### src/rtl/i2c_pkg.sv
// Shared types and bus-level bit constants for the I2C register-file peripheral.
package i2c_pkg;

    typedef enum logic [3:0] {
        ST_IDLE,
        ST_ADDR,
        ST_ADDR_ACK,
        ST_PTR,
        ST_PTR_ACK,
        ST_WR,
        ST_WR_ACK,
        ST_RD,
        ST_RD_CACK
    } state_t;

    localparam logic ACK_BIT  = 1'b0;
    localparam logic NACK_BIT = 1'b1;
    localparam logic RW_WRITE = 1'b0;
    localparam logic RW_READ  = 1'b1;

endpackage

### src/rtl/i2c_line_sync.sv
// Synchronises SCL/SDA into the clk domain and flags SCL edges and START/STOP.
module i2c_line_sync #(
    parameter int SYNC_STAGES = 2
) (
    input  logic clk,
    input  logic rst,
    input  logic scl_i,
    input  logic sda_i,
    output logic sda_o,
    output logic scl_rise_o,
    output logic scl_fall_o,
    output logic start_o,
    output logic stop_o
);

    logic [SYNC_STAGES-1:0] scl_sync_q;
    logic [SYNC_STAGES-1:0] sda_sync_q;
    logic                   scl_prev_q;
    logic                   sda_prev_q;
    logic                   scl_s;
    logic                   sda_s;

    // Reset to the idle-bus level so releasing rst never looks like an edge.
    always_ff @(posedge clk or posedge rst) begin
        if (rst) begin
            scl_sync_q <= '1;
            sda_sync_q <= '1;
            scl_prev_q <= 1'b1;
            sda_prev_q <= 1'b1;
        end else begin
            scl_sync_q <= {scl_sync_q[SYNC_STAGES-2:0], scl_i};
            sda_sync_q <= {sda_sync_q[SYNC_STAGES-2:0], sda_i};
            scl_prev_q <= scl_s;
            sda_prev_q <= sda_s;
        end
    end

    assign scl_s      = scl_sync_q[SYNC_STAGES-1];
    assign sda_s      = sda_sync_q[SYNC_STAGES-1];
    assign sda_o      = sda_s;
    assign scl_rise_o = scl_s & ~scl_prev_q;
    assign scl_fall_o = ~scl_s & scl_prev_q;
    assign start_o    = scl_s & sda_prev_q & ~sda_s;
    assign stop_o     = scl_s & ~sda_prev_q & sda_s;

endmodule

### src/rtl/i2c_regfile_peripheral.sv
// I2C target exposing a pointer-addressed bank of 8-bit registers through a
// write strobe and a combinational read port.
module i2c_regfile_peripheral
    import i2c_pkg::*;
#(
    parameter logic [6:0] ADDRESS     = 7'h42,
    parameter int         NUM_REGS    = 16,
    parameter int         SYNC_STAGES = 2,
    localparam int        PW          = ($clog2(NUM_REGS) < 1) ? 1 : $clog2(NUM_REGS)
) (
    input  logic          clk,
    input  logic          rst,
    input  logic          scl_i,
    input  logic          sda_i,
    output logic          sda_oe,
    output logic          wr_en,
    output logic [PW-1:0] wr_addr,
    output logic [7:0]    wr_data,
    output logic [PW-1:0] rd_addr,
    input  logic [7:0]    rd_data,
    output logic          busy,
    output state_t        dbg_state_o
);

    logic sda_s, scl_rise, scl_fall, start_det, stop_det;

    i2c_line_sync #(.SYNC_STAGES(SYNC_STAGES)) u_sync (
        .clk        (clk),
        .rst        (rst),
        .scl_i      (scl_i),
        .sda_i      (sda_i),
        .sda_o      (sda_s),
        .scl_rise_o (scl_rise),
        .scl_fall_o (scl_fall),
        .start_o    (start_det),
        .stop_o     (stop_det)
    );

    state_t        state_q, state_d;
    logic [2:0]    cnt_q, cnt_d;
    logic [7:0]    shift_q, shift_d;
    logic [PW-1:0] ptr_q, ptr_d;
    logic          sda_oe_q, sda_oe_d;
    logic          busy_q, busy_d;
    logic          wr_en_q, wr_en_d;
    logic [PW-1:0] wr_addr_q, wr_addr_d;
    logic [7:0]    wr_data_q, wr_data_d;

    logic [7:0]    byte_in;
    logic          last_bit;
    logic          addr_match;
    logic          ptr_ok;
    logic [PW-1:0] ptr_inc;

    assign byte_in    = {shift_q[6:0], sda_s};
    assign last_bit   = scl_rise && (cnt_q == 3'd7);
    assign addr_match = (byte_in[7:1] == ADDRESS);
    assign ptr_ok     = ({1'b0, byte_in} < 9'(NUM_REGS));
    assign ptr_inc    = (ptr_q == PW'(NUM_REGS - 1)) ? '0 : ptr_q + PW'(1);

    always_ff @(posedge clk or posedge rst) begin
        if (rst) begin
            state_q   <= ST_IDLE;
            cnt_q     <= '0;
            shift_q   <= '0;
            ptr_q     <= '0;
            sda_oe_q  <= 1'b0;
            busy_q    <= 1'b0;
            wr_en_q   <= 1'b0;
            wr_addr_q <= '0;
            wr_data_q <= '0;
        end else begin
            state_q   <= state_d;
            cnt_q     <= cnt_d;
            shift_q   <= shift_d;
            ptr_q     <= ptr_d;
            sda_oe_q  <= sda_oe_d;
            busy_q    <= busy_d;
            wr_en_q   <= wr_en_d;
            wr_addr_q <= wr_addr_d;
            wr_data_q <= wr_data_d;
        end
    end

    // In the ACK states sda_oe_q doubles as the phase: the first fall asserts, the second releases.
    always_comb begin
        state_d = state_q;
        if (start_det) begin
            state_d = ST_ADDR;
        end else if (stop_det) begin
            state_d = ST_IDLE;
        end else begin
            case (state_q)
                ST_ADDR:     if (last_bit) state_d = addr_match ? ST_ADDR_ACK : ST_IDLE;
                ST_ADDR_ACK: if (scl_fall && sda_oe_q)
                                 state_d = (shift_q[0] == RW_READ) ? ST_RD : ST_PTR;
                ST_PTR:      if (last_bit) state_d = ptr_ok ? ST_PTR_ACK : ST_IDLE;
                ST_PTR_ACK:  if (scl_fall && sda_oe_q) state_d = ST_WR;
                ST_WR:       if (last_bit) state_d = ST_WR_ACK;
                ST_WR_ACK:   if (scl_fall && sda_oe_q) state_d = ST_WR;
                ST_RD:       if (scl_fall && cnt_q == 3'd7) state_d = ST_RD_CACK;
                ST_RD_CACK: begin
                    if (scl_rise && sda_s == NACK_BIT) state_d = ST_IDLE;
                    else if (scl_fall)                 state_d = ST_RD;
                end
                default: ;
            endcase
        end
    end

    always_comb begin
        cnt_d     = cnt_q;
        shift_d   = shift_q;
        ptr_d     = ptr_q;
        sda_oe_d  = sda_oe_q;
        busy_d    = busy_q;
        wr_en_d   = 1'b0;
        wr_addr_d = wr_addr_q;
        wr_data_d = wr_data_q;
        if (start_det || stop_det) begin
            cnt_d    = '0;
            sda_oe_d = 1'b0;
        end else begin
            case (state_q)
                ST_ADDR, ST_PTR, ST_WR: begin
                    if (scl_rise) begin
                        shift_d = byte_in;
                        cnt_d   = cnt_q + 3'd1;
                    end
                    if (last_bit && state_q == ST_ADDR && addr_match) busy_d = 1'b1;
                    if (last_bit && state_q == ST_PTR && ptr_ok) ptr_d = byte_in[PW-1:0];
                    if (last_bit && state_q == ST_WR) begin
                        wr_en_d   = 1'b1;
                        wr_addr_d = ptr_q;
                        wr_data_d = byte_in;
                        ptr_d     = ptr_inc;
                    end
                end
                ST_ADDR_ACK, ST_PTR_ACK, ST_WR_ACK: begin
                    if (scl_fall) begin
                        sda_oe_d = ~sda_oe_q;
                        cnt_d    = '0;
                        if (sda_oe_q && state_q == ST_ADDR_ACK && shift_q[0] == RW_READ) begin
                            shift_d  = rd_data;
                            sda_oe_d = ~rd_data[7];
                        end
                    end
                end
                ST_RD: begin
                    if (scl_fall) begin
                        if (cnt_q == 3'd7) begin
                            sda_oe_d = 1'b0;
                        end else begin
                            cnt_d    = cnt_q + 3'd1;
                            shift_d  = {shift_q[6:0], 1'b0};
                            sda_oe_d = ~shift_q[6];
                        end
                    end
                end
                ST_RD_CACK: begin
                    if (scl_rise && sda_s == ACK_BIT) begin
                        ptr_d = ptr_inc;
                    end else if (scl_fall) begin
                        shift_d  = rd_data;
                        sda_oe_d = ~rd_data[7];
                        cnt_d    = '0;
                    end
                end
                default: ;
            endcase
        end
        if (state_d == ST_IDLE) busy_d = 1'b0;
    end

    assign sda_oe      = sda_oe_q;
    assign busy        = busy_q;
    assign wr_en       = wr_en_q;
    assign wr_addr     = wr_addr_q;
    assign wr_data     = wr_data_q;
    assign rd_addr     = ptr_q;
    assign dbg_state_o = state_q;

endmodule
### config.mk
export PLATFORM = sky130hd
export DESIGN_NAME = i2c_regfile_peripheral
export DESIGN_NICKNAME = d
export VERILOG_FILES = /design/src/rtl/i2c_pkg.sv /design/src/rtl/i2c_line_sync.sv /design/src/rtl/i2c_regfile_peripheral.sv
export SDC_FILE = /design/constraint.sdc
export NUM_CORES = 1
export LEC_CHECK = 0
export BUFFER_PORTS_ARGS = -buffer_cell sky130_fd_sc_hd__buf_2
export CORE_AREA = 2 2 70 72
export CTS_BUF_LIST = sky130_fd_sc_hd__clkbuf_8
export DETAILED_ROUTE_END_ITERATION = 12
export DIE_AREA = 0 0 72 74
export GPL_ROUTABILITY_DRIVEN = 0
export HOLD_SLACK_MARGIN = 0.12
export PLACE_DENSITY = 0.79
export SKIP_LAST_GASP = 1
export SLEW_MARGIN = 20
export SYNTH_ARGS = -nofsm -noshare
export SYNTH_HDL_FRONTEND = slang
export SYNTH_SLANG_ARGS = --single-unit
### constraint.sdc
create_clock -name clk -period 2.5 [get_ports clk]
set_input_delay 0.25 -clock clk [delete_from_list [all_inputs] [get_ports clk]]
set_output_delay 0.25 -clock clk [all_outputs]
set_load 0.05 [all_outputs]
# Word level (Yosys, flattened, before mapping)
# Cells that the tools add are included.
[word_totals]
word_cells = 135
register_bits = 39
out_inout_bits = 23
[classes]
n_eq_ne = 27
magnitude_cmp = 1
n_addsub = 2
mux = 49
bitwise = 14
reduce_logical = 29
[op_table]
columns = ["cell", "count"]
rows = [
  ["2-to-1 mux 4 bit", 14],
  ["2-to-1 mux 7 bit", 7],
  ["one-hot mux 4 bit (7 select lines)", 1],
  ["one-hot mux 7 bit (4 select lines)", 1],
  ["2-to-1 mux 3 bit", 8],
  ["!= test 3 bit, second input constant", 7],
  ["== test 4 x 3 -> 1 bit, second input constant", 4],
  ["!= test 2 bit, second input constant", 8],
  ["2-to-1 mux 1 bit", 14],
  ["logical AND 1 bit", 12],
  ["one-hot mux 3 bit (4 select lines)", 1],
  ["AND reduction 5 bit", 2],
  ["AND reduction 9 bit", 1],
  ["== test 4 x 2 -> 1 bit, second input constant", 2],
  ["== test 4 bit, second input constant", 2],
  ["less-than comparator 8 x 5 -> 1 bit, second input constant", 1],
  ["NOT 1 bit", 8],
  ["one-hot mux 4 bit (2 select lines)", 1],
  ["nonzero test 4 bit", 2],
  ["== test 7 bit, second input constant", 1],
  ["AND 1 bit", 6],
  ["AND reduction 3 bit", 2],
  ["nonzero test 2 bit", 3],
  ["OR reduction 3 bit", 2],
  ["12 further kinds", 12],
]

# Logic depth before layout (Yosys ltp)
# Gate-level depths: netlist of run 1.
[logic_depth]
word_depth = 10
mapped_depth = 7

# By module
# A second synthesis of run 1 with hierarchy kept.
[hier_totals]
cells_unflattened = 212
area_unflattened_um2 = 2230.9
[by_module_without_submodules]
columns = ["mod", "cells_each", "area_each_um2", "n_inst"]
rows = [
  ["i2c_regfile_peripheral", 201, 2037.0, 1],
  ["i2c_line_sync", 11, 193.9, 1],
]

# Worst setup path after synthesis of run 1
# Ideal clock, no wire load.
[synth_path]
kind = "register to register"
startpoint = "register state_q[2], in the netlist dbg_state_o[2]"
endpoint = "register wr_addr_q[2], in the netlist wr_addr[2]"
stages_incl_launch_ff = 7
synth_period_minus_slack_ps = 2200
setup_ps = 125
required_ps = 2375
path_slack_ps = 300
t_arrival_ps = 2075
path_cell_list = "dfrtp_1 > buf_6 > nand2b_1 > or3b_1 > nor3_2 > buf_4 > mux2_2"
[synth_via]
elab_chain_cells = 3
elab_cells_between_ends = 6
[synth_rtl]
columns = ["element", "line_no", "rtl"]
rows = [
  ["start, declared", "i2c_regfile_peripheral.sv:39", "state_t state_q, state_d;"],
  ["start signal, assigned", "i2c_regfile_peripheral.sv:73", "state_q <= state_d;"],
  ["== test 4 x 1 -> 1 bit (tied with other cells)", "i2c_regfile_peripheral.sv:124", "case (state_q)"],
  ["OR reduction 3 bit or logical AND 1 bit (tied branches)", "i2c_regfile_peripheral.sv:124, i2c_regfile_peripheral.sv:132", ""],
  ["AND reduction 3 bit (no line) (*)", "--", ""],
  ["end signal, assigned", "i2c_regfile_peripheral.sv:80", "wr_addr_q <= wr_addr_d;"],
  ["end, declared", "i2c_regfile_peripheral.sv:46", "logic [PW-1:0] wr_addr_q, wr_addr_d;"],
]
# Every way passes the cells marked *; elsewhere a longest branch is shown, timed or not.
# A chain may end at the register's enable or synchronous reset.

# Final worst setup path of run 1
[layout_path]
startpoint = "register state_q[0], in the netlist dbg_state_o[0]"
endpoint = "register shift_q[1]"
[layout_via]
elab_chain_cells = 5
elab_cells_between_ends = 22
[layout_rtl]
columns = ["element", "line_no", "rtl"]
rows = [
  ["== test 4 x 2 -> 1 bit", "i2c_regfile_peripheral.sv:124, i2c_regfile_peripheral.sv:143", ""],
  ["logical AND 1 bit (2 in a row)", "i2c_regfile_peripheral.sv:143", "if (sda_oe_q && state_q == ST_ADDR_ACK && shift_q[0] == RW_READ) begin"],
  ["!= test 2 bit (no line)", "--", ""],
  ["AND reduction 9 bit (no line)", "--", ""],
  ["end signal, assigned", "i2c_regfile_peripheral.sv:75", "shift_q <= shift_d;"],
  ["end, declared", "i2c_regfile_peripheral.sv:41", "logic [7:0] shift_q, shift_d;"],
]
# Several ways; a longest one is shown, not always the timed one.

==> results of run 1 <==
[area by class of cell]
class | instances | area [µm²]
repair buffers | 47 | 275
fillers | 408 | 1990
inverters | 8 | 30.0
clock inverters | 1 | 7.51
well taps | 54 | 67.6
clock buffers | 7 | 96.3
multi-input cells | 140 | 1150
flip-flops and latches | 39 | 983
[power breakdown]
part,internal (µW),switching [µW],total [µW]
logic,377,371,748
clock network,251,227,478
registers,722,179,901
total,1350,777,2130
[cells in the final DEF, fill, tap and decap left out, drive strengths merged, types with 2 or more instances in the layout]
master       instances
nand3b               2
a311o                3
nand2b               7
mux2i                4
buf                 44
dfstp                6
a311oi               2
mux2                28
inv                  8
nor4b                2
o21bai               2
nand2               11
ha                   4
a21oi               10
nor2b                6
clkbuf               7
dfrtp               33
nor3                 8
a211oi               3
o21ai                6
nor4bb               2
nand3                2
nor4                 3
nand4b               3
dlygate4sd3          3
nor2                10
[through the flow]
step           util (%)  worst slack (ns)  hold WS (ns)  std cells  total power [µW]
3_5_place_dp       53.9             0.279         0.347        285              1640
6_report           56.8             0.210         0.316        296              2130
2_1_floorplan         -             0.300         0.254        198              1460
3_3_place_gp       53.9             0.328         0.346        285              1610
5_1_grt            56.8            0.0963         0.326        296              2250
4_1_cts            56.8             0.257         0.309        296              2120
[worst paths after layout]
check / from / endpoint / slack, ns
worst min register to register: u_sync.scl_sync_q[0] / u_sync.scl_sync_q[1] / 0.36
min in group asynchronous: rst / dbg_state_o[0] / 0.60
worst max-delay path: dbg_state_o[0] / shift_q[1] / 0.21
worst max register to register: dbg_state_o[0] / shift_q[1] / 0.21
max in group asynchronous: rst / u_sync.sda_sync_q[0] / 1.54
worst min-delay path: rd_data[0] / shift_q[0] / 0.32
[tightest hold or removal path: stages]
cell                      delay (ns)
sky130_fd_sc_hd__buf_2          0.08
sky130_fd_sc_hd__nand2_1        0.04
sky130_fd_sc_hd__o21ai_0        0.07
sky130_fd_sc_hd__mux2_4         0.14
[layer usage]
layer  up-vias  wire length [µm]  track usage (%)
li1        815                 -                -
met1       815              2210             25.9
met2        51              2320             30.8
met3        11               235             4.20
met4         0               109             8.81
met5         -                 0                0
[timing repair]
action	4_1_cts	5_1_grt
hold buffers	3	0
hold endpoints to repair	35	0
resized for setup	0	0
buffers inserted	0	0
[registers in the layout, indices dropped and copies added, names as in the netlist]
signal	cells
u_sync.sda_sync_q	2
shift_q	7
u_sync.scl_prev_q	1
u_sync.sda_prev_q	1
wr_en	1
u_sync.scl_sync_q	2
sda_oe	1
dbg_state_o	4
wr_addr	4
busy	1
rd_addr	4
cnt_q	3
wr_data	8
[cells by family (layout without fill, tap and decap cells)]
group	after synthesis	count (layout)	synth area share (%)
DFF	39	39	43.9
xor gates and xnor gates	1	1	0.391
and+or+nand+nor	63	63	18.4
buffers and inverters	19	63	4.85
AOI/OAI and AO/OA	40	40	13.2
adders and majority gates	4	4	2.23
muxes	32	32	17.0
==> results.md, run 1 <==
- The primary flip-flop cell chosen by synthesis mapping is sky130_fd_sc_hd__dfrtp_1.
- The final route contains 1692 vias.
- After synthesis, the most frequently instantiated cells are sky130_fd_sc_hd__dfrtp_1 (33), sky130_fd_sc_hd__mux2_2 (21), sky130_fd_sc_hd__nand2_1 (11).
- The setup path with the least slack is of type register to register.
- The total cell area at the placement stage is 2480 µm².
- Measured along the y axis, the die boundary spans 74 µm.
- The final period utilization is approximately nine tenths.
- The mean instance size in the synthesized netlist is 11.3 µm².
- The x dimension of the die is roughly 70 µm.
- The global router's overall resource usage is approximately 19%.
- The Yosys step of the flow raised 0 warnings.
- The element type at the critical path start is a register.
- Sorting the synthesized cells by area gives the leading types as sky130_fd_sc_hd__dfrtp_1 (37%), sky130_fd_sc_hd__mux2_2 (11%), sky130_fd_sc_hd__dfstp_2 (7.0%).
- The number of synthesized flops with an enable pin is 0.
- Data on the critical path arrives at its endpoint at 2.47 ns.
- The half-perimeter wire length after detailed placement is 3390 µm.
- The worst setup path is captured at a register.
- Across the run, the number of max-cap violations was 0.
- The maximum number of buffers from clock root to sink is 2.
- Once detail routing completed, the nets flagged for antenna violations numbered 0.
- TritonCTS built the clock tree.
- The initial DRC count is 100.
- In the final routed layout, each cell accounts on average for 16.5 µm.
- For the worst setup path, the data required time is roughly 2.7 ns.
- Yosys instantiated no cell more often than sky130_fd_sc_hd__dfrtp_1.
- The starting utilization of the core area is 48.8%.
- The largest delay contributor family on the critical path is flip-flops.
- The via density per instance is around 5.7.
- The master of the slowest instance on the critical path is sky130_fd_sc_hd__dfrtp_1.
- Synthesis produced a little under 200 cells.
- Summed over all layers, the routed wires come to 4880 µm.
- The largest net degree at the start of global routing is 40.
- The static leakage power is 0.00125 µW.
- The shortest period the worst path allows is roughly 2.3 ns.
- In the final timing run, aggregate negative setup slack is 0 ns.
- In this run the number of cells on the critical path is 6.
- In this run, CTS created clock tree buffers numbering 5.
- For this run, the slowest stage of the critical path takes 0.72 ns.
- Summing every instance area after synthesis gives roughly 2200 µm².
- For this run, design rule violations remaining after detail routing come to 0.
- The power density over the cells is approximately 820 nW/µm².
- The number of port buffers is 34.
- Walking the worst path, the cells encountered are nand4b_1 -> o32ai_1 -> a22o_2 -> and4b_1 -> buf_4 -> mux2_4.
- Compared with the post-synthesis result, the final layout area differs by 16.4%.
- Cells with a size suffix above 1 make up between 40% and 50% of the layout.
- Based on the critical path, the design can be clocked at up to 437 MHz.
- Row generation in the floorplan step produced 25 rows.
- The first global-routing pass estimated just under 8000 µm of wire.
- The root buffer selected by CTS is sky130_fd_sc_hd__clkbuf_8.
- The number of different library cells used by synthesis comes to 56.
- The count of pins over their slew limit came to 0.
- The total nets after synthesis is roughly 210.
- The clock latency of the later-clocked register in the worst-skew pair is 0.30 ns.
- The final hold violation count is 0.
- The clock skew is approximately 0.007 ns.
- For this run, asynchronously set or reset flops after synthesis account for 100%.
- The number of diodes added for antenna fixing is 0.
- The number of instances on the worst hold path is 4.
- The first detailed-routing pass ran for 4 iterations.
- The H-tree was split into 2 levels.
- The headroom to the max-slew limit is 60.1%.
- The fraction of synthesized cell area taken by the top area cell type is between 30% and 40%.
- Setup repair after global routing left no endpoint under its margin.
- In this run the worst path has a maximum fanout of 18.
- The final global-route overflow total is 0.
- CTS saw 39 sinks.
- The area of the core is 4600 µm².
- The actual slew at the worst max-slew pin is ~0.6 ns.
- The worst min-delay path class is input port to register.
- The die covers 5330 µm².
- The number of buffers and inverters on the critical path is 1.
- The run finished with clean final reports.
- The post-CTS clock slew at the launch and capture registers of the worst setup and hold paths is ~0.080 ns.
- Setup violations remaining at the end of the flow were counted as 0.
- The via count of the first global-routing pass is about 1600.
- The sequential cell area fraction in the yosys report is a little over two fifths.
- The I/O pin total is 35.
- In this run, synthesis produced a sequential element count of 39.
- The biggest area consumer among synthesized cells is sky130_fd_sc_hd__dfrtp_1.
- The logic depth of the worst register-to-register path is 6.
- With fillers left out, the area of the finished cells amounts to around 2600 µm².
- The number of nets in the finished design is about 260.
- VDD sags by at most around 420 µV.
- The number of antenna violations at the first check in global routing is 0.
Note: power is estimated with default switching activity, not from simulation.
==> inputs of run 2 (changes only) <==
--- a/config.mk
+++ b/config.mk
@@ -5,7 +5,8 @@
 export SDC_FILE = /design/constraint.sdc
 export NUM_CORES = 1
 export LEC_CHECK = 0
-export BUFFER_PORTS_ARGS = -buffer_cell sky130_fd_sc_hd__buf_2
+export ABC_CLOCK_PERIOD_IN_PS = 2500
+export BUFFER_PORTS_ARGS = -buffer_cell sky130_fd_sc_hd__buf_4
 export CORE_AREA = 2 2 70 72
 export CTS_BUF_LIST = sky130_fd_sc_hd__clkbuf_8
 export DETAILED_ROUTE_END_ITERATION = 12
==> run 2 against run 1 <==
Die area is the same. Cell count is the same. Combinational power is essentially flat. Register-to-register slack gained 0.05 ns. Final area grew 2.5%. Clock skew is essentially flat. Critical path depth is the same. Core utilization grew 1.4 points. Routed wire length shrank 1.1%. Critical path type unchanged. Largest cell class unchanged. Largest power group unchanged.
==> results.md, run 2 (same netlist as run 1, synthesis figures left out) <==
- The run finished with clean final reports.
- The setup TNS after final layout is 0 ns.
- For this run, the share of the core covered by cells in the final layout is 58.2%.
- Setup repair after global routing left no endpoint under its margin.
- Leaving out fill and tap cells, the most frequent cells in the layout are sky130_fd_sc_hd__buf_4 (44), sky130_fd_sc_hd__dfrtp_1 (33), sky130_fd_sc_hd__mux2_2 (21), sky130_fd_sc_hd__nand2_1 (11).
- For this run, the number of standard cells in the final layout without fillers is 296.
- The kind of end point of the critical path is a register.
- From synthesis to final layout, the design area changed by 19.3%.
- The logic depth of the worst register-to-register path is 6.
- The starting utilization of the core area is between 40% and 50%.
- The mean routed wirelength per cell is around 16 µm.
- The worst min-delay path class is input port to register.
- The number of design rule violations left after detail routing is 0.
- The total cell area at the placement stage is 2560 µm².
- Leaving out fill and tap cells, the most frequent cell in the layout is sky130_fd_sc_hd__buf_4.
- The length of the first detailed-routing pass in iterations is 4.
- The tool flagged a number of max-cap violations equal to 0.
- Wires add up to ~4800 µm.
- In the final design database the tool counted 257 nets.
- The clock sink count is 39.
- The cell depth of the worst setup path is 6.
- Together, buffers and inverters on the worst path number 1.
- Walking the worst path, the cells encountered are nand4b_1 -> o32ai_1 -> a22o_2 -> and4b_1 -> buf_4 -> mux2_4.
- The first global-routing pass estimated around 8000 µm of wire.
- The longest individual stage delay on the worst path is just over 0.7 ns.
- The worst setup path is launched from a register.
- Of all nets on the critical path, the largest fanout is 18.
- The via density per instance is between 5 and 6.
- The post-route cell area is 2680 µm².
- Global routing finished with a remaining overflow of 0.
- The number of port buffers is 34.
- The TritonCTS clock tree is built.
- The wire-length estimate of the detail-placed layout is 3420 µm.
- After clock tree synthesis, the setup repair step added 0 buffers.
- Clock latency on the worst-skew pair, taken at its later pin, is 0.29 ns.
- The clock tree synthesis step divided the H-tree into 2 levels.
- The power density over the cells is about 770 nW/µm².
- The capture point of the worst reg-to-reg path is shift_q[2].
- The root buffer cell chosen for the clock tree is sky130_fd_sc_hd__clkbuf_8.
- The area of the core is roughly 4600 µm².
- For this design the top-level I/O count stands at 35.
- The remaining antenna violation count after routing is 0.
- The clock passes through at most 2 buffers.
- The number of flip-flops in the largest register is 8.
- The post-CTS clock slew at the launch and capture registers of the worst setup and hold paths is approximately 0.080 ns.
- The detailed router finished its first iteration with 139 violations.
- The critical path startpoint is dbg_state_o[0].
- The number of antenna violations at the first check in global routing is 0.
- The worst register-to-register path has a setup slack of about 0.26 ns.
- The worst voltage drop across the vdd grid is approximately 450 µV.
- Measured against its own limit, the worst slew margin works out to between 60% and 70%.
- The via count of the first global-routing pass came to 1672.
- The clock skew is approximately 0.0073 ns.
- The post-route netlist has roughly two fifths of its cells at a drive strength greater than 1.
- Following the worst setup path forward leads to its endpoint at shift_q[2].
- The number of clock buffers added by TritonCTS is 5.
- The static leakage power is about 0.0013 µW.
- The master of the slowest instance on the critical path is sky130_fd_sc_hd__dfrtp_1.
- Across all layers, the routed design uses roughly 1700 vias.
- The arrival time of data at the critical path endpoint is roughly 2.4 ns.
- The worst register-to-register path begins at dbg_state_o[0].
- The category of the critical setup timing path is register to register.
- The largest delay contributor family on the critical path is flip-flops.
- Global routing used between 10% and 20% of the available tracks across all layers.
- The number of cell rows is 25.
- The largest net degree at the start of global routing is 40.
- The data required time of the worst path is between 2 and 3 ns.
- The final critical path takes up roughly 89% of the cycle.
- The repair_antennas step left the layout with diodes totalling 0.
- The die covers ~5300 µm².
- The actual slew at the worst max-slew pin is 0.590 ns.
- The count of pins over their slew limit is 0.
- In this run the vertical extent of the chip is about 74 µm.
- The clock period could shrink to around 2.2 ns.
- For this run, the top clock speed supported by timing is between 400 and 500 MHz.
- The setup violation total in the final timing report is 0.
- The total placed cells including tap cells is between 200 and 300.
- The die is a little over 70 µm wide.
- The final hold violation count is 0.
-- run 2: cell count changes in the layout (fill, tap and decap cells not counted) --
cell	before	now
sky130_fd_sc_hd__buf_2	34	0
sky130_fd_sc_hd__buf_4	10	44
sky130_fd_sc_hd__clkbuf_8	7	5
sky130_fd_sc_hd__inv_1	8	10
-- run 2: report_power, final --
group          internal (µW)  total (µW)  switching (µW)
Sequential               723         903             180
Clock                    189         406             217
Combinational            385         747             361
-- run 2: tightest hold or removal path, cell delays in order --
cell and delay [ns]:
sky130_fd_sc_hd__buf_4 0.08, sky130_fd_sc_hd__nand2_1 0.04, sky130_fd_sc_hd__o21ai_0 0.06, sky130_fd_sc_hd__mux2_4 0.13
-- run 2: worst min-delay path by stage --
stage / start / endpoint / slack, ns / cells after the start
CTS: rd_data[0] / shift_q[0] / 0.30 / 4
detailed placement: u_sync.scl_sync_q[0] / u_sync.scl_sync_q[1] / 0.35 / 0
global route: rd_data[6] / shift_q[6] / 0.31 / 3
floorplan: scl_i / u_sync.scl_sync_q[0] / 0.25 / 0
finish: rd_data[0] / shift_q[0] / 0.30 / 4
global placement: u_sync.scl_sync_q[0] / u_sync.scl_sync_q[1] / 0.35 / 0
-- run 2: final cells by class --
class,count,area (µm²)
Inverter,8,30.0
Clock inverter,3,15.0
Fill cell,394,1920
Clock buffer,5,68.8
Sequential cell,39,983
Tap cell,54,67.6
Multi-Input combinational cell,140,1150
Timing Repair Buffer,47,360
-- run 2: repair_timing --
action                                 CTS  global route
endpoints found under the hold margin   35             0
hold buffers                             3             0
resized for setup                        0             0
-- run 2: routing by layer --
layer  GRT usage (%)  share of wire, %
met5               0                 0
met4            8.39               2.7
met3            4.20               5.9
met2            31.3                48
met1            26.1                44
-- run 2: through the flow --
step                setup slack (ns)  power (µW)  hold slack, ns
floorplan                      0.300        1460           0.254
global placement               0.329        1620           0.346
detailed placement             0.289        1640           0.349
CTS                            0.275        2060           0.296
global route                  0.0984        2180           0.314
finish                         0.265        2060           0.298
==> inputs of run 3 (changes only) <==
--- a/config.mk
+++ b/config.mk
@@ -5,15 +5,17 @@
 export SDC_FILE = /design/constraint.sdc
 export NUM_CORES = 1
 export LEC_CHECK = 0
+export ABC_AREA = 1
 export ABC_CLOCK_PERIOD_IN_PS = 2500
 export BUFFER_PORTS_ARGS = -buffer_cell sky130_fd_sc_hd__buf_4
-export CORE_AREA = 2 2 70 72
+export CORE_AREA = 2 2 68 70
 export CTS_BUF_LIST = sky130_fd_sc_hd__clkbuf_8
+export CTS_CLUSTER_DIAMETER = 150
 export DETAILED_ROUTE_END_ITERATION = 12
-export DIE_AREA = 0 0 72 74
+export DIE_AREA = 0 0 70 72
 export GPL_ROUTABILITY_DRIVEN = 0
 export HOLD_SLACK_MARGIN = 0.12
-export PLACE_DENSITY = 0.79
+export PLACE_DENSITY = 0.8
 export SKIP_LAST_GASP = 1
 export SLEW_MARGIN = 20
 export SYNTH_ARGS = -nofsm -noshare
==> run 3 against run 2 <==
Non-clock buffer count down 8. Power up 44%. Global-route usage up 0.68 points. Setup slack better by 0.16 ns. Count of clock-buffer cells in the layout unchanged. Sequential share of layout area up 1.4 points. Core utilization up 2.2 points. Hold slack better by 0.031 ns.
==> results.md, run 3 <==
- At the pin with the least slew margin, the transition time is about 0.48 ns.
- The logic depth of the worst register-to-register path is 8.
- The critical path startpoint is u_sync.sda_sync_q[1].
- The clock net in this run drives a total of 39 sinks.
- 35 I/O pins were placed.
- After Yosys synthesis, full adders, half adders and majority gates account for ~2.3% of the synthesized area.
- The remaining antenna violation count after routing is 0.
- The via density per instance is 5.32.
- The power density over the cells is around 1200 nW/µm².
- The number of port buffers is 34.
- The number of maximum-capacitance violations is 0.
- Wire segments on met3 add up to 348 µm in the final route.
- By count the netlist is led by sky130_fd_sc_hd__nand2_1 (85), sky130_fd_sc_hd__dfrtp_1 (33), sky130_fd_sc_hd__inv_1 (32).
- The overall via count from detail_route is 2016.
- The final hold violation count is 0.
- The start point of the worst hold path is rd_data[0].
- The count of pins over their slew limit is 0.
- The die covers a little over 5000 µm².
- The half-perimeter wire length after detailed placement is roughly 3600 µm.
- The pre-CTS setup slack is just under 0.5 ns.
- The worst register-to-register path has a setup slack of ~0.43 ns.
- The number of antenna violations at the first check in global routing is 0.
- The mean routed wirelength per cell is between 10 and 15 µm.
- The path class of the tightest hold or removal check is input port to register.
- The worst setup path is captured at a register.
- The switching power summed over all nets is ~1500 µW.
- The pre-antenna-repair detailed-routing pass consisted of 6 iterations.
- Of the cells placed in the final design, the portion with a size suffix greater than 1 is ~21%.
- Summing the areas of all and, or, nand and nor instances in the mapped netlist gives a little under a third of the synthesized area.
- The share of synthesized registers carrying an async set or reset is 100%.
- The x dimension of the die is about 70 µm.
- The initial DRC count is approximately 130.
- The switching power share of the total is between 50 and 60%.
- Setup repair after global routing left no endpoint under its margin.
- The sequential power share is between 30% and 40%.
- In this run the cell area measured after placement is around 2500 µm².
- The via count of the first global-routing pass came to 1825.
- The synthesis warning total is 0.
- The most common cell in the synthesized netlist is sky130_fd_sc_hd__nand2_1.
- For this block, wires on met1 add up to 2140 µm.
- The synthesized design contains 39 register bits.
- The headroom to the max-slew limit is around 68%.
- Following the worst setup path forward leads to its endpoint at shift_q[3].
- The register with the most flip-flops in the layout has 8 of them.
- Once layout is done, the placed cells without fillers occupy between 2000 and 3000 µm².
- The setup TNS after final layout is 0 ns.
- The multiplexer share of the synthesized area is 1.05%.
- Data on the critical path is required at its endpoint by around 2.7 ns.
- The CTS buffer count is 5.
- Each instance of the synthesized netlist takes up on average 7.58 µm².
- Clock skew on the completed layout was measured at 0.0103 ns.
- The repair_antennas step left the layout with diodes totalling 0.
- Of the synthesized area, sequential elements account for between 40% and 50%.
- Traced cell by cell, the critical path runs through inv_1 -> nand3_1 -> nand2_1 -> inv_2 -> nand3_1 -> nand3b_2 -> nand2_1 -> o21ai_2.
- The final period utilization is ~83%.
- Fill cells in the final layout number about 400.
- The capture point of the worst reg-to-reg path is shift_q[3].
- The amount of wire on met2 after detailed routing is between 2000 and 2500 µm.
- STA puts the critical path data arrival time at 2.24 ns.
- The number of cell rows is 24.
- Leaving out fill and tap cells, the most frequent cell in the layout is sky130_fd_sc_hd__nand2_1.
- The portion of total power attributed to the clock network is 14.0%.
- Along the worst path, the maximum fanout reaches 14.
- After synthesis, the largest family of logic cells by area is simple AND/OR/NAND/NOR gates.
- After layout, the design draws a total of approximately 3000 µW.
- For this run the aggregate overflow at the end of global routing stands at 0.
- For this run, the total global-route usage over all layers was measured as roughly a fifth.
- The worst voltage drop across the vdd grid is slightly below 700 µV.
- The biggest area consumer among synthesized cells is sky130_fd_sc_hd__dfrtp_1.
- The shortest period the worst path allows is about 2.1 ns.
- The launching point of the worst reg2reg path is u_sync.sda_sync_q[1].
- The critical path is of the register to register type.
- The worst setup path is launched from a register.
- The first-pass GRT wire length is between 8000 and 9000 µm.
- The synthesized instance count is approximately 280.
- The largest net degree at the start of global routing is 40.
- Among all flip-flop cells after synthesis, the most frequent one is sky130_fd_sc_hd__dfrtp_1.
- The vertical extent of the die is 72 µm.
- Across all setup checks in the final design, the least slack found is 0.427 ns.
- The total nets after synthesis is 300.
- For this run, the slowest stage of the critical path takes roughly 0.57 ns.
- The synthesized-area fraction occupied by ao, oa, aoi and oai cells is approximately an eighth.
- The number of design rule violations left after detail routing is 0.
- Of the total synthesized cell area, the portion taken by XOR and XNOR cells is less than 1%.
- Setup violations remaining at the end of the flow were counted as 0.
- The synthesis-to-finish area growth is 19.6%.
- The clock latency of the later-clocked register in the worst-skew pair is roughly 0.29 ns.
- TritonCTS built the clock tree.
- After detailed routing, the total wire length is slightly below 5000 µm.
- Timing would allow up to 482 MHz.
- The post-cts resize count is 0.
- The number of nets in the finished design is around 340.
- The run finished with clean final reports.
- The top cell types in the final layout, fill and taps aside, are sky130_fd_sc_hd__nand2_1 (85), sky130_fd_sc_hd__buf_4 (36), sky130_fd_sc_hd__inv_1 (33), sky130_fd_sc_hd__dfrtp_1 (33).
- The root buffer selected by CTS is sky130_fd_sc_hd__clkbuf_8.
- The master of the slowest instance on the critical path is sky130_fd_sc_hd__dfstp_2.
- The starting utilization of the core area is between 50 and 60%.
- The highest metal layer used by the detailed router is met4.
- Internal power comes to between 1000 and 1500 µW.
- In this run the static leakage power is ~0.0013 µW.
- After clock tree synthesis, the clock-pin slew on the worst setup and hold paths is approximately 0.07 ns.
- In this run the biggest area consumer among cell types represents about two fifths of the synthesized area.
- The mapped netlist covers 2150 µm².
- The count of different cell masters after synthesis is 29.
- The deepest level of the CTS H-tree is 2.
- Yosys mapped a number of flops with a built-in enable equal to 0.
- After synthesis, the cell types taking the most area are sky130_fd_sc_hd__dfrtp_1 (38%), sky130_fd_sc_hd__nand2_1 (15%), sky130_fd_sc_hd__dfstp_2 (7.3%).
- The fraction of power consumed by combinational cells is between 50% and 60%.
- The longest clock path from root to sink contains 2 buffers.
- The area of the core is about 4300 µm².
==> run 3: changes by cell type after synthesis, sizes merged, moves of 5 or more <==
cell and change:
nand2 +75, o21ai +29, inv +28, mux2 -26, nand3 +26, nor2 +21
nand2b -7, a21oi -6, nor2b -6, buf -5, nor3 -5
==> run 3: worst max-delay path: cells and delay by family (launching register included) <==
family | cells | cell delay (ns)
and+or+nand+nor | 5 | 1.03
DFF | 1 | 0.57
buffers and inverters | 2 | 0.28
AOI/OAI and AO/OA | 1 | 0.06
==> run 3: how the worst min path moves through the flow <==
stage / endpoint / slack (ns) / cells past startpoint
after detailed placement: u_sync.scl_sync_q[1] / 0.35 / 0
after CTS: shift_q[0] / 0.32 / 5
after global routing: shift_q[0] / 0.35 / 5
final: shift_q[0] / 0.33 / 5
after floorplan: u_sync.scl_sync_q[0] / 0.25 / 0
after global placement: u_sync.scl_sync_q[1] / 0.35 / 0
==> run 3: power groups by stage <==
stage	logic (µW)	clock network, µW	registers, µW
after global placement	1550	0	940
after CTS	1600	420	935
after global routing	1780	448	962
final	1610	415	937
after floorplan	1040	0	1140
after detailed placement	1580	0	945
==> run 3: through the flow <==
stage | instances | util (%) | hold slack, ns
after floorplan | 284 | - | 0.254
after global placement | 368 | 57.7 | 0.346
after detailed placement | 368 | 57.7 | 0.348
after CTS | 379 | 60.4 | 0.322
after global routing | 379 | 60.4 | 0.352
final | 379 | 60.4 | 0.330
==> run 3: per-layer routing <==
metal | vias to the layer above | track usage (%)
met5 | - | 0
met4 | 0 | 8.12
met3 | 19 | 4.03
met2 | 84 | 33.3
met1 | 913 | 26.6
li1 | 1000 | -
==> run 3: area by class of cell <==
cell class / instances / area (µm²) / area share (%)
multi-input cells: 205 / 1010 / 39.0
clock inverters: 3 / 17.5 / 0.680
repair buffers: 39 / 300 / 11.7
flip-flops and latches: 39 / 983 / 38.2
inverters: 36 / 135 / 5.25
clock buffers: 5 / 68.8 / 2.67
well taps: 52 / 65.1 / 2.53
==> run 3: logic make-up after synthesis <==
logic type | count (synthesis)
simple gates | 154
compound gates | 43
buf+inv | 40
flops | 39
fa+ha+maj | 4
xor+xnor | 2
mux | 2
==> run 3: repair_timing <==
item	in CTS	in global routing
endpoints found under the hold margin	35	0
setup buffers	0	0
hold buffers	3	0
